$ cat src/rtl/word_offset_encoder.sv
// Serialises an 8-bit word-enable mask into binary word offsets, lowest set bit first.
// One offset per output handshake. A new mask may be accepted on the last beat of the current one.
//
// state | meaning
// IDLE  | no mask held; ready for a new mask
// BUSY  | draining rem; out_offset shows the lowest remaining bit
module word_offset_encoder (
  input  logic       clk,
  input  logic       rst_n,
  input  logic       in_valid,
  output logic       in_ready,
  input  logic [7:0] in_mask,
  output logic       out_valid,
  input  logic       out_ready,
  output logic [2:0] out_offset,
  output logic       out_last,
  output logic       err_empty
);

  typedef enum logic {IDLE, BUSY} state_t;

  state_t     state;
  logic [7:0] rem;
  logic [7:0] rem_clr;
  logic [2:0] low_idx;
  logic       in_fire;
  logic       out_fire;

  assign rem_clr = rem & (rem - 8'd1);

  // Scan from the top down so the lowest set bit is the last assignment.
  always_comb begin
    low_idx = 3'd0;
    for (int i = 7; i >= 0; i--) begin
      if (rem[i]) low_idx = 3'(i);
    end
  end

  assign out_valid  = (state == BUSY);
  assign out_last   = out_valid && (rem_clr == 8'd0);
  assign out_offset = out_valid ? low_idx : 3'd0;
  assign out_fire   = out_valid && out_ready;
  assign in_ready   = (state == IDLE) || (out_fire && out_last);
  assign in_fire    = in_valid && in_ready;

  always_ff @(posedge clk or negedge rst_n) begin
    if (!rst_n) begin
      state     <= IDLE;
      rem       <= 8'd0;
      err_empty <= 1'b0;
    end else begin
      err_empty <= 1'b0;
      if (out_fire) begin
        if (out_last) begin
          state <= IDLE;
          rem   <= 8'd0;
        end else begin
          rem <= rem_clr;
        end
      end
      // An input accept overrides the last-beat return to IDLE.
      if (in_fire) begin
        if (in_mask != 8'd0) begin
          state <= BUSY;
          rem   <= in_mask;
        end else begin
          state     <= IDLE;
          rem       <= 8'd0;
          err_empty <= 1'b1;
        end
      end
    end
  end

endmodule

$ cat config.mk
export PLATFORM = sky130hd
export DESIGN_NAME = word_offset_encoder
export DESIGN_NICKNAME = d
export VERILOG_FILES = /design/src/rtl/word_offset_encoder.sv
export SDC_FILE = /design/constraint.sdc
export NUM_CORES = 1
export LEC_CHECK = 0
export BUFFER_PORTS_ARGS = -buffer_cell sky130_fd_sc_hd__buf_2
export CAP_MARGIN = 20
export CORE_MARGIN = 2
export CORE_UTILIZATION = 55
export DETAILED_ROUTE_END_ITERATION = 8
export PLACE_DENSITY = 0.82
export SLEW_MARGIN = 0
export SYNTH_ARGS = -nofsm -noshare
export SYNTH_HDL_FRONTEND = slang
export SYNTH_SLANG_ARGS = --single-unit
$ cat constraint.sdc
create_clock -name clk -period 3.1 [get_ports clk]
set_input_delay 0.465 -clock clk [delete_from_list [all_inputs] [get_ports clk]]
set_output_delay 0.465 -clock clk [all_outputs]
set_load 0.05 [all_outputs]
==> qor.yml <==
global_routing:
  grt_usage: 0.287
  gr-total-overflow: 0
  grt_max_degree: 14
  antenna_found_initial: 0
  grt_pass1_vias: 894
  grt_pass1_wl_um: 4120
critical_path:
  cp-start-kind: "register"
  worstSetupPathType: "reg2out"
  end_kind: "primary output"
  cp.arrival_ps: 2270
  required_ps: 2630
  path_max_fanout: 9
cts:
  insertion_delay_ps: 280
  cts_buffer_depth: 2
  cts_setup_buffers: 0
  cts_resized: 0
  hold_buffers: 0
  cts_buffers: 3
  cts_tree: "done"
  h-tree-depth: 1
  cts.sinks: 10
  clkTransAtPathRegs_ps: 60
  clockRootBuffer: "clkbuf_4"
sta:
  fin_crit_sh: 0.883
  tns_ps: 0
  finalHoldViolCount: 0
  finalSetupViolations: 0
  slew_headroom: 0.631
  fmax_mhz: 365
  finalCriticalPeriod_ps: 2740
  rsz0062_at_grt: "no"
  worst_pin_slew_ps: 552
  slew_violations: 0
  skew_ps: 1.32
synth:
  synth_cell_types: 42
  avgSynthCellArea_um2: 8.19
  synth_nets: 123
  synth-seq-cells: 10
  synthCells: 111
  synth.cell_area_um2: 910
  yosys_warnings: 0
  synth_seq_area_share: 0.275
run:
  max_cap_violations: 0
die:
  io_pins: 19
  die_x_um: 44.7
  die_y_um: 44.7
  dieArea_mm2: 0.00199
  start_util: 0.597
  core_mm2: 0.00152
  row_count: 14
cells_and_area:
  final_nets: 138
  diodes: 0
  final_area_um2: 995
  final_common_cell: "buf_2"
  mostFrequentLayoutCells: "buf_2, inv_1, dfrtp_1"
  drive_gt1_frac: 0.242
  syn_to_final_growth_pct: 9.35
pwr:
  power_switching_w: 0.000516
  p_clk_frac: 0.102
  ir_worst_vdd_mv: 0.472
  p_comb_frac: 0.636
  seqPwrFrac: 0.262
  intPower_w: 0.000413
  power_density_mw_per_mm2: 934
  p_leak_nw: 0.402
  swShare: 0.556
routing:
  drt_iter0_markers: 39
  via_per_inst: 6.96
  drt_first_pass_iters: 4
  drcViolationCount: 0
  drtAntennaViolNets: 0
  avgRoutedWirePerCell_um: 17.3
  via_count: 974
  routed_wl_um: 2420
placed_design:
  port-buffer-count: 18
  dp_hpwl_um: 1800
  gp_congestion: 0.917
  placed_area_um2: 972
status:
  outcome: "finished, final reports clean"
min_path:
  hold_class: "in2async"
[worst max-delay path, cell delays in order (launching register included)]
cell and delay (ps):
dfrtp_1 480, or4_4 640, o31ai_4 330, a31oi_1 200, inv_1 80, buf_2 250
[synth_stat cells, drive strengths merged]
cell / count / area, µm²
a2111o: 1 / 11.3
a211o: 1 / 8.76
a211oi: 7 / 52.6
a21o: 1 / 7.51
a21oi: 9 / 45.0
a221oi: 3 / 26.3
a311oi: 1 / 8.76
a31oi: 1 / 6.26
and2: 2 / 12.5
and3b: 1 / 8.76
and4: 1 / 8.76
buf: 6 / 48.8
clkbuf: 3 / 12.5
dfrtp: 10 / 250
inv: 10 / 37.5
maj3: 3 / 30.0
nand2: 7 / 26.3
nand2b: 2 / 12.5
nand3: 3 / 15.0
nand4: 4 / 25.0
nor2: 4 / 15.0
nor2b: 1 / 6.26
nor3: 3 / 15.0
nor4: 2 / 12.5
nor4b: 1 / 8.76
o211ai: 2 / 15.0
o21ai: 4 / 20.0
o311ai: 2 / 17.5
o31a: 2 / 20.0
o31ai: 7 / 71.3
o32ai: 1 / 8.76
or2: 1 / 6.26
or3: 3 / 20.0
or4: 2 / 18.8
[path summary, 6_finish.rpt]
kind                                  from         to  slack, ps  cells after the start
worst max register to register      rem[1]     rem[6]       1020                      4
max in group asynchronous            rst_n     rem[7]       2860                      1
min in group clk                in_mask[0]     rem[0]        440                      3
worst min-delay path                 rst_n  out_valid         40                      1
worst min register to register      rem[0]     rem[0]        700                      2
worst max-delay path                rem[1]   in_ready        360                      5
[sequential cells by signal, summed over array words and instances (netlist names)]
register / cells
err_empty: 1
out_valid: 1
rem: 8
[routing by layer]
metal | global-route usage | share of wire | vias up
li1 | - | - | 454
met1 | 0.369 | 0.43 | 454
met2 | 0.432 | 0.45 | 57
met3 | 0.0612 | 0.086 | 9
met4 | 0.182 | 0.033 | 0
met5 | 0 | 0 | -
[layout make-up]
type,count,area (µm²)
repair buffers,19,97.6
multi-input cells,82,567
clock buffers,3,22.5
well taps,16,20.0
flip-flops and latches,10,250
inverters,10,37.5
fillers,122,529
[kinds of logic after synthesis]
group / Yosys count / synth area share
and+or+nand+nor: 37 / 0.232
DFF: 10 / 0.275
buffers and inverters: 19 / 0.109
adders and majority gates: 3 / 0.0330
AOI/OAI and AO/OA: 42 / 0.351
[power by group through the flow]
stage | Clock [W] | Sequential [W] | Combinational, W
after floorplan | 0 | 0.000199 | 0.000538
after global placement | 0 | 0.000241 | 0.000577
after detailed placement | 0 | 0.000244 | 0.000580
after CTS | 0.0000921 | 0.000242 | 0.000586
after global routing | 0.0000962 | 0.000254 | 0.000632
final | 0.0000948 | 0.000244 | 0.000590
[per-stage QoR]
step | utilization | hold slack, ps | power [W] | std cells | worst slack [ps]
detailed placement | 0.638 | 342 | 0.000824 | 137 | 709
global route | 0.653 | 64.1 | 0.000982 | 140 | 285
CTS | 0.653 | 52.5 | 0.000921 | 140 | 394
floorplan | - | 169 | 0.000737 | 111 | 116
global placement | 0.638 | 340 | 0.000818 | 137 | 722
finish | 0.653 | 39.3 | 0.000929 | 140 | 364
(Power assumes the default switching activity.)
